==> config.mk <==
export PLATFORM = sky130hd
export DESIGN_NAME = spi_serf_flat
export DESIGN_NICKNAME = d
export VERILOG_FILES = /design/src/rtl/spi_serf_if.sv /design/src/rtl/spi_serf.sv /design/src/flat_wrapper.sv
export SDC_FILE = /design/constraint.sdc
export NUM_CORES = 1
export LEC_CHECK = 0
export ABC_AREA = 1
export BUFFER_PORTS_ARGS = -buffer_cell sky130_fd_sc_hd__buf_2
export CAP_MARGIN = 5
export CORE_MARGIN = 2
export CORE_UTILIZATION = 45
export DETAILED_ROUTE_END_ITERATION = 8
export GPL_TIMING_DRIVEN = 1
export SLEW_MARGIN = 30
export SYNTH_ARGS = -nofsm -noshare
export SYNTH_HDL_FRONTEND = slang
export SYNTH_SLANG_ARGS = --single-unit
==> constraint.sdc <==
create_clock -name clk -period 4.8 [get_ports clk]
set_input_delay 1.44 -clock clk [delete_from_list [all_inputs] [get_ports clk]]
set_output_delay 1.44 -clock clk [all_outputs]
set_load 0.02 [all_outputs]
==> src/rtl/spi_serf_if.sv <==
// Monarch <-> serf link bundle plus the host-side register read port.
//   SS_n/SCLK/MOSI : serial inputs from the monarch (asynchronous to clk)
//   MISO           : serial data back to the monarch
//   rx_word        : last completed 16-bit frame
//   frm_done/err   : single-clk frame completion / framing error pulses
//   hst_addr       : host read address; hst_rd_data returns reg[hst_addr]
interface spi_serf_if;
  logic        SS_n;
  logic        SCLK;
  logic        MOSI;
  logic        MISO;
  logic [15:0] rx_word;
  logic        frm_done;
  logic        frm_err;
  logic [6:0]  hst_addr;
  logic [7:0]  hst_rd_data;

  modport slave (
    input  SS_n, SCLK, MOSI, hst_addr,
    output MISO, rx_word, frm_done, frm_err, hst_rd_data
  );

  modport master (
    output SS_n, SCLK, MOSI, hst_addr,
    input  MISO, rx_word, frm_done, frm_err, hst_rd_data
  );
endinterface

==> src/rtl/spi_serf.sv <==
// SPI serf endpoint (CPOL=1, CPHA=1, MSB first) with a small 8-bit register
// file. The monarch writes or reads one register per 16-bit frame; the host
// reads the registers through a local combinational port.
// Ports:
//   clk, rst_n : system clock, asynchronous active-low reset
//   bus        : spi_serf_if.slave (serial link, frame status, host read port)
module spi_serf #(
  parameter int unsigned REG_DEPTH = 16,
  parameter logic [7:0]  ID_BYTE   = 8'h6A
) (
  input  logic       clk,
  input  logic       rst_n,
  spi_serf_if.slave  bus
);

  localparam int unsigned AW = (REG_DEPTH > 1) ? $clog2(REG_DEPTH) : 1;

  typedef enum logic {IDLE, ACTIVE} state_t;

  state_t      state, state_nxt;
  logic [2:0]  ss_ff, sclk_ff, mosi_ff;
  logic [15:0] tx, tx_nxt;
  logic [15:0] rx, rx_nxt;
  logic [4:0]  rise_cnt, rise_cnt_nxt;
  logic        first_fall, first_fall_nxt;
  logic [15:0] rx_word_q, rx_word_nxt;
  logic        done_q, done_nxt;
  logic        err_q, err_nxt;
  logic        miso_q, miso_nxt;
  logic        wr_en;
  logic [7:0]  regs [REG_DEPTH];

  logic ss_fall, ss_rise, sclk_rise, sclk_fall, mosi_s;

  // Register read with out-of-range addresses returning zero.
  function automatic logic [7:0] reg_at(input logic [6:0] a);
    if (32'(a) < REG_DEPTH) return regs[a[AW-1:0]];
    return 8'h00;
  endfunction

  // Three-flop synchronisers; bit0 = ff1, bit2 = ff3.
  always_ff @(posedge clk or negedge rst_n) begin
    if (!rst_n) begin
      ss_ff   <= 3'b111;
      sclk_ff <= 3'b111;
      mosi_ff <= 3'b000;
    end else begin
      ss_ff   <= {ss_ff[1:0],   bus.SS_n};
      sclk_ff <= {sclk_ff[1:0], bus.SCLK};
      mosi_ff <= {mosi_ff[1:0], bus.MOSI};
    end
  end

  assign ss_fall   = ~ss_ff[1]   &  ss_ff[2];
  assign ss_rise   =  ss_ff[1]   & ~ss_ff[2];
  assign sclk_rise =  sclk_ff[1] & ~sclk_ff[2];
  assign sclk_fall = ~sclk_ff[1] &  sclk_ff[2];
  // ff3 stage holds MOSI as it was before the monarch's next update.
  assign mosi_s    = mosi_ff[2];

  // State and datapath registers.
  always_ff @(posedge clk or negedge rst_n) begin
    if (!rst_n) begin
      state      <= IDLE;
      tx         <= '0;
      rx         <= '0;
      rise_cnt   <= '0;
      first_fall <= 1'b0;
      rx_word_q  <= '0;
      done_q     <= 1'b0;
      err_q      <= 1'b0;
      miso_q     <= 1'b0;
    end else begin
      state      <= state_nxt;
      tx         <= tx_nxt;
      rx         <= rx_nxt;
      rise_cnt   <= rise_cnt_nxt;
      first_fall <= first_fall_nxt;
      rx_word_q  <= rx_word_nxt;
      done_q     <= done_nxt;
      err_q      <= err_nxt;
      miso_q     <= miso_nxt;
    end
  end

  // Next-state and datapath control; SS_n rise pre-empts any SCLK edge.
  always_comb begin
    state_nxt      = state;
    tx_nxt         = tx;
    rx_nxt         = rx;
    rise_cnt_nxt   = rise_cnt;
    first_fall_nxt = first_fall;
    rx_word_nxt    = rx_word_q;
    done_nxt       = 1'b0;
    err_nxt        = 1'b0;
    wr_en          = 1'b0;

    case (state)
      IDLE: begin
        if (ss_fall) begin
          state_nxt      = ACTIVE;
          tx_nxt         = {ID_BYTE, 8'h00};
          rise_cnt_nxt   = '0;
          first_fall_nxt = 1'b1;
        end
      end
      ACTIVE: begin
        if (ss_rise) begin
          state_nxt = IDLE;
          if (rise_cnt == 5'd16) begin
            rx_word_nxt = rx;
            done_nxt    = 1'b1;
            wr_en       = ~rx[15] && (32'(rx[14:8]) < REG_DEPTH);
          end else begin
            err_nxt = 1'b1;
          end
        end else begin
          if (sclk_rise) begin
            rx_nxt = {rx[14:0], mosi_s};
            if (rise_cnt != 5'd31) rise_cnt_nxt = rise_cnt + 5'd1;
          end
          if (sclk_fall) begin
            if (first_fall) begin
              // MISO already shows tx[15]; the first fall only arms shifting.
              first_fall_nxt = 1'b0;
            end else if (rise_cnt == 5'd8 && rx[7]) begin
              // Command byte complete on a read: present the register byte.
              tx_nxt = {reg_at(rx[6:0]), tx[7:0]};
            end else begin
              tx_nxt = {tx[14:0], 1'b0};
            end
          end
        end
      end
      default: state_nxt = IDLE;
    endcase

    miso_nxt = (state_nxt == ACTIVE) ? tx_nxt[15] : 1'b0;
  end

  // Register file; writes commit only at a valid frame end.
  always_ff @(posedge clk or negedge rst_n) begin
    if (!rst_n) begin
      regs <= '{default: 8'h00};
    end else if (wr_en) begin
      regs[rx[8 +: AW]] <= rx[7:0];
    end
  end

  assign bus.MISO        = miso_q;
  assign bus.rx_word     = rx_word_q;
  assign bus.frm_done    = done_q;
  assign bus.frm_err     = err_q;
  assign bus.hst_rd_data = reg_at(bus.hst_addr);

endmodule
==> src/flat_wrapper.sv <==
// flat-port wrapper written by rule: the top's interface ports become plain ports
module spi_serf_flat 
#(
  parameter int unsigned REG_DEPTH = 16,
  parameter logic [7:0]  ID_BYTE   = 8'h6A
)
  (clk, rst_n, bus_SS_n, bus_SCLK, bus_MOSI, bus_hst_addr, bus_MISO, bus_rx_word, bus_frm_done, bus_frm_err, bus_hst_rd_data);
  spi_serf_if bus_i ();
  input  logic clk;
  input  logic rst_n;
  input wire logic [$bits(bus_i.SS_n)-1:0] bus_SS_n;
  input wire logic [$bits(bus_i.SCLK)-1:0] bus_SCLK;
  input wire logic [$bits(bus_i.MOSI)-1:0] bus_MOSI;
  input wire logic [$bits(bus_i.hst_addr)-1:0] bus_hst_addr;
  output wire logic [$bits(bus_i.MISO)-1:0] bus_MISO;
  output wire logic [$bits(bus_i.rx_word)-1:0] bus_rx_word;
  output wire logic [$bits(bus_i.frm_done)-1:0] bus_frm_done;
  output wire logic [$bits(bus_i.frm_err)-1:0] bus_frm_err;
  output wire logic [$bits(bus_i.hst_rd_data)-1:0] bus_hst_rd_data;
  assign bus_i.SS_n = bus_SS_n;
  assign bus_i.SCLK = bus_SCLK;
  assign bus_i.MOSI = bus_MOSI;
  assign bus_i.hst_addr = bus_hst_addr;
  assign bus_MISO = bus_i.MISO;
  assign bus_rx_word = bus_i.rx_word;
  assign bus_frm_done = bus_i.frm_done;
  assign bus_frm_err = bus_i.frm_err;
  assign bus_hst_rd_data = bus_i.hst_rd_data;
  spi_serf #(.REG_DEPTH(REG_DEPTH), .ID_BYTE(ID_BYTE)) u_core (.clk(clk), .rst_n(rst_n), .bus(bus_i));
endmodule
Word level (Yosys, flattened, before mapping)
Index checks and enable logic that the tools add are counted.

Bits of input ports: 12. Word-level logic and storage cells: 119. Register bits after elaboration: 195. Output and inout port bits: 27.

Mux-type cells: 48. Reduce and logical (&&, ||, !) cells: 9. Eq/ne operators: 10. Bitwise operators: 14. $add $sub $neg: 1. $lt $le $gt $ge: 7.

Operator list (count): bitwise mux 128 bit (1); two-way mux 16 bit (5); two-way mux 8 bit (9); binary-select mux 8 bit (select 4 bit) (2); demux 8 bit (select 4 bit) (1); case mux 16 bit (2 select lines) (1); two-way mux 1 bit (22); < comparator 7 x 5 -> 1 bit (second input constant) (3); two-way mux 5 bit (4); >= comparator 5 bit (second input constant) (3); NOT 4 -> 5 bit (3); != test 2 bit (second input constant) (6); case mux 5 bit (2 select lines) (1); AND reduction 3 bit (3); AND reduction 4 bit (2); NOT 1 bit (7); adder 5 x 1 -> 5 bit (second input constant) (1); equality test 5 x 4 -> 1 bit (second input constant) (1); equality test 5 bit (second input constant) (1); < comparator 5 x 1 -> 1 bit (second input constant) (1); != test 5 bit (second input constant) (1); AND reduction 5 bit (1); AND 1 bit (4); case mux 1 bit (2 select lines) (2); 2 further kinds (4).

Logic depth before layout (Yosys ltp)
Word-level depth: 14. Gate-level depth with buffers: 12. Gate-level depth less buffers: 12.

Worst setup path before layout
No wires, ideal clock.

Path kind: input -> output. Start point: in bus_hst_addr[0]. End point: out bus_hst_rd_data[5]. Path buffers: 3. Stages: 7. Data arrival time: 2809 ps. Data required time: 3360 ps. Slack: 551 ps. Cell sequence: clkbuf_1 buf_2 buf_1 o211ai_1 nand3_1 nand3_1 a21oi_1.

Cells in the longest elaborated chain, start to end: 6. Elaborated cells between the ends (all ways): 8. Those cells by class: 1 x order compare; 6 x mux; 1 x bitwise.

Ends and longest elaborated chain: start: declaration (line flat_wrapper.sv:14) `input wire logic [$bits(bus_i.hst_addr)-1:0] bus_hst_addr;`; NOT 4 -> 5 bit (implied by the code) (line spi_serf.sv:37) `if (32'(a) < REG_DEPTH) return regs[a[AW-1:0]];`; binary-select mux 8 bit (select 4 bit) (line spi_serf.sv:37); two-way mux 8 bit (implied by the code) (2 in series) (line spi_serf.sv:37); two-way mux 8 bit (line spi_serf.sv:37); two-way mux 8 bit (*) (line spi_serf.sv:38) `return 8'h00;`; end: declaration (line flat_wrapper.sv:19) `output wire logic [$bits(bus_i.hst_rd_data)-1:0] bus_hst_rd_data;`.

Every way passes the cells marked *; elsewhere a longest branch is shown, timed or not. The select of a mux whose other input is x is not followed.

Final worst setup path
Start point: in bus_hst_addr[1]. End point: out bus_hst_rd_data[2].

Same word-level chain as after synthesis.

==> impl_metrics.env <==
export IMPL_status="complete, no violations"
export IMPL_crit_type="primary input to output pin"
export IMPL_hp_class="flip-flop to flip-flop"
export IMPL_seq_area_frac_synth=0.4926
export IMPL_setup_viol=0
export IMPL_layout_drive_gt1_share=0.09126
export IMPL_drc=0
export IMPL_wl_um=28700
export IMPL_worst_pin_slew_ns=0.9680
export IMPL_slew_viol_final=0
export IMPL_synthCells=1280
export IMPL_cts_resized=0
export IMPL_htree_levels=4
export IMPL_fin_crit_sh=0.9098
export IMPL_seqPwrFrac=0.414
export IMPL_synth_area_per_cell_um2=7.711
export IMPL_synth_seq_cells=194
export IMPL_post_cts_setup_buffers=0
export IMPL_end_kind="output pin"
export IMPL_grt_pass1_vias=8135
export IMPL_synth_cell_types=27
export IMPL_via_per_inst=5.477
export IMPL_ys_warnings_count=0
export IMPL_clockPowerShare=0.330
export IMPL_hold_viol=0
export IMPL_maxSlewHeadroom=0.3547
export IMPL_grt_use_total=0.2550
export IMPL_clkLatencyLatePin_ns=0.46
export IMPL_ant_nets=0
export IMPL_crit_fanout=43
export IMPL_maxCapViolations=0
export IMPL_grt_max_degree=105
export IMPL_cts_hold_buffers=0
export IMPL_cts_made_buffers=17
export IMPL_comb_power_share=0.256
export IMPL_p_int_mw=2.751
export IMPL_antenna_found_initial=0
export IMPL_area_growth_pct=9.115
export IMPL_nNetsFinal=1284
export IMPL_switchingPower_mw=1.757
export IMPL_pin_count=39
export IMPL_swShare=0.3897
export IMPL_cts_sinks=194
export IMPL_cp_start_kind="primary input"
export IMPL_cts_tree="built"
export IMPL_die_w_um=152.1
export IMPL_placementRows=54
export IMPL_tns_ns=0
export IMPL_diodes=0
export IMPL_clk_pin_slew_ns=0.09
export IMPL_rsz0062_at_grt="false"
export IMPL_dp_hpwl_um=18090
export IMPL_p_per_area_mw_per_mm2=418.6
export IMPL_root_buffer="clkbuf_16"
export IMPL_clock_fmax_mhz=229.0
export IMPL_fin_worst_skew_ns=0.01606
export IMPL_utilization=0.4965
export IMPL_p_leak_nw=5.006
export IMPL_via_count=8555
export IMPL_dr_pass1_iters=5
export IMPL_avgRoutedWirePerCell_um=18.37
export IMPL_place_gp_congestion=0.8959
export IMPL_die_y_um=152.1
export IMPL_arrival_ns=2.93
export IMPL_drt_iter0_drc=801
export IMPL_start_util=0.4551
export IMPL_post_route_min_period_ns=4.367
export IMPL_synth_area_mm2=0.009869
export IMPL_io_buffers=38
export IMPL_die_area_mm2=0.02313
export IMPL_clockBufferDepth=2
export IMPL_coreArea_mm2=0.02169
export IMPL_grt_overflow_total=0
export IMPL_peakVddDrop_v=0.0002779
export IMPL_syn_nets=1295
export IMPL_crit_required_ns=3.36
export IMPL_grt_pass1_wl_um=46260
[path summary, 6_finish.rpt]
| check | start | endpoint | slack (ns) | cells after the start |
|---|---|---|---|---|
| worst max-delay path | bus_hst_addr[1] | bus_hst_rd_data[2] | 0.43 | 8 |
| worst min-delay path | u_core.mosi_ff[1] | u_core.mosi_ff[2] | 0.36 | 0 |
| worst max register to register | u_core.rx[2] | u_core.tx[11] | 2.13 | 9 |
| worst min register to register | u_core.mosi_ff[1] | u_core.mosi_ff[2] | 0.36 | 0 |
| max in group asynchronous | rst_n | u_core.ss_ff[0] | 2.79 | 2 |
| min in group asynchronous | rst_n | u_core.regs[45] | 1.09 | 1 |
[final cells by class]
cell class / instances / area, µm²
Clock buffer: 17 / 425.4
Clock inverter: 15 / 197.7
Fill cell: 2097 / 10920
Inverter: 122 / 457.9
Multi-Input combinational cell: 879 / 4133
Sequential cell: 194 / 4866
Tap cell: 280 / 350.3
Timing Repair Buffer: 55 / 339.1
[cell usage in the layout, fill, tap and decap left out, drive strengths merged, types with 18 or more instances in the layout]
cell    instances
nand3         118
inv           128
o211ai         32
dfrtp         188
o21ai         245
a21oi          72
nand2         335
clkbuf         18
nor2           53
buf            54
[metrics by stage]
step,hold slack (ns),area (µm²),worst slack (ns),total power [mW],std cells
floorplan,0.3312,9869,0.5505,2.589,1280
global placement,0.3361,10140,0.4749,3.013,1530
detailed placement,0.3373,10140,0.4695,3.024,1530
CTS,0.3584,10770,0.4690,4.516,1562
global route,0.3643,10770,0.3257,4.728,1562
finish,0.3593,10770,0.4331,4.508,1562
[synth_stat cells (all sizes together)]
cell,number,area share
a21oi,72,0.037
a31oi,1,0.00063
buf,22,0.019
clkbuf,63,0.024
clkinv,2,0.00076
dfrtp,188,0.48
dfstp,6,0.016
ha,3,0.0038
inv,120,0.046
nand2,335,0.14
nand3,118,0.060
nand4,1,0.00063
nor2,53,0.020
nor3,3,0.0015
nor3b,1,0.00076
nor4,1,0.0022
o211ai,32,0.024
o21ai,245,0.12
o22ai,4,0.0025
or2,9,0.0057
or3,1,0.00063
[routing by layer]
metal | routed length, µm | vias up | track usage | part of all wire
li1 | - | 4174 | - | -
met1 | 13200 | 4038 | 0.3681 | 0.46
met2 | 12640 | 288 | 0.3790 | 0.44
met3 | 1905 | 55 | 0.04763 | 0.066
met4 | 945 | 0 | 0.1064 | 0.033
met5 | 0 | - | 0 | 0
[power groups by stage]
stage                     Combinational (mW)  Sequential, mW  Clock [mW]
after floorplan                        0.814            1.77           0
after global placement                  1.12            1.89           0
after detailed placement                1.13            1.89           0
after CTS                               1.14            1.86        1.52
after global routing                    1.27            1.88        1.58
final                                   1.15            1.87        1.49
[cell families (layout without fill, tap and decap cells)]
family | after synthesis | count (layout) | share of synthesized area
flip-flops | 194 | 194 | 0.4926
buffers and inverters | 207 | 209 | 0.08887
adder cells (fa/ha/maj) | 3 | 3 | 0.003804
AO/OA/AOI/OAI | 354 | 354 | 0.1883
AND/OR/NAND/NOR | 522 | 522 | 0.2264
[registers in the layout (all words and copies together) (netlist names)]
name,flops
u_core.bus.rx_word,16
u_core.bus.frm_done,1
u_core.first_fall,1
u_core.state,1
u_core.rx,16
u_core.tx,15
u_core.rise_cnt,5
u_core.bus.frm_err,1
u_core.regs,128
u_core.mosi_ff,3
u_core.bus.MISO,1
u_core.ss_ff,3
u_core.sclk_ff,3
[critical path, cell delays in order]
cell     delay, ns
buf_2         0.11
buf_4         0.30
a21oi_1       0.19
o21ai_0       0.26
nand3_1       0.18
nand3_1       0.09
a21oi_1       0.17
buf_2         0.19
(Power assumes the default switching activity.)
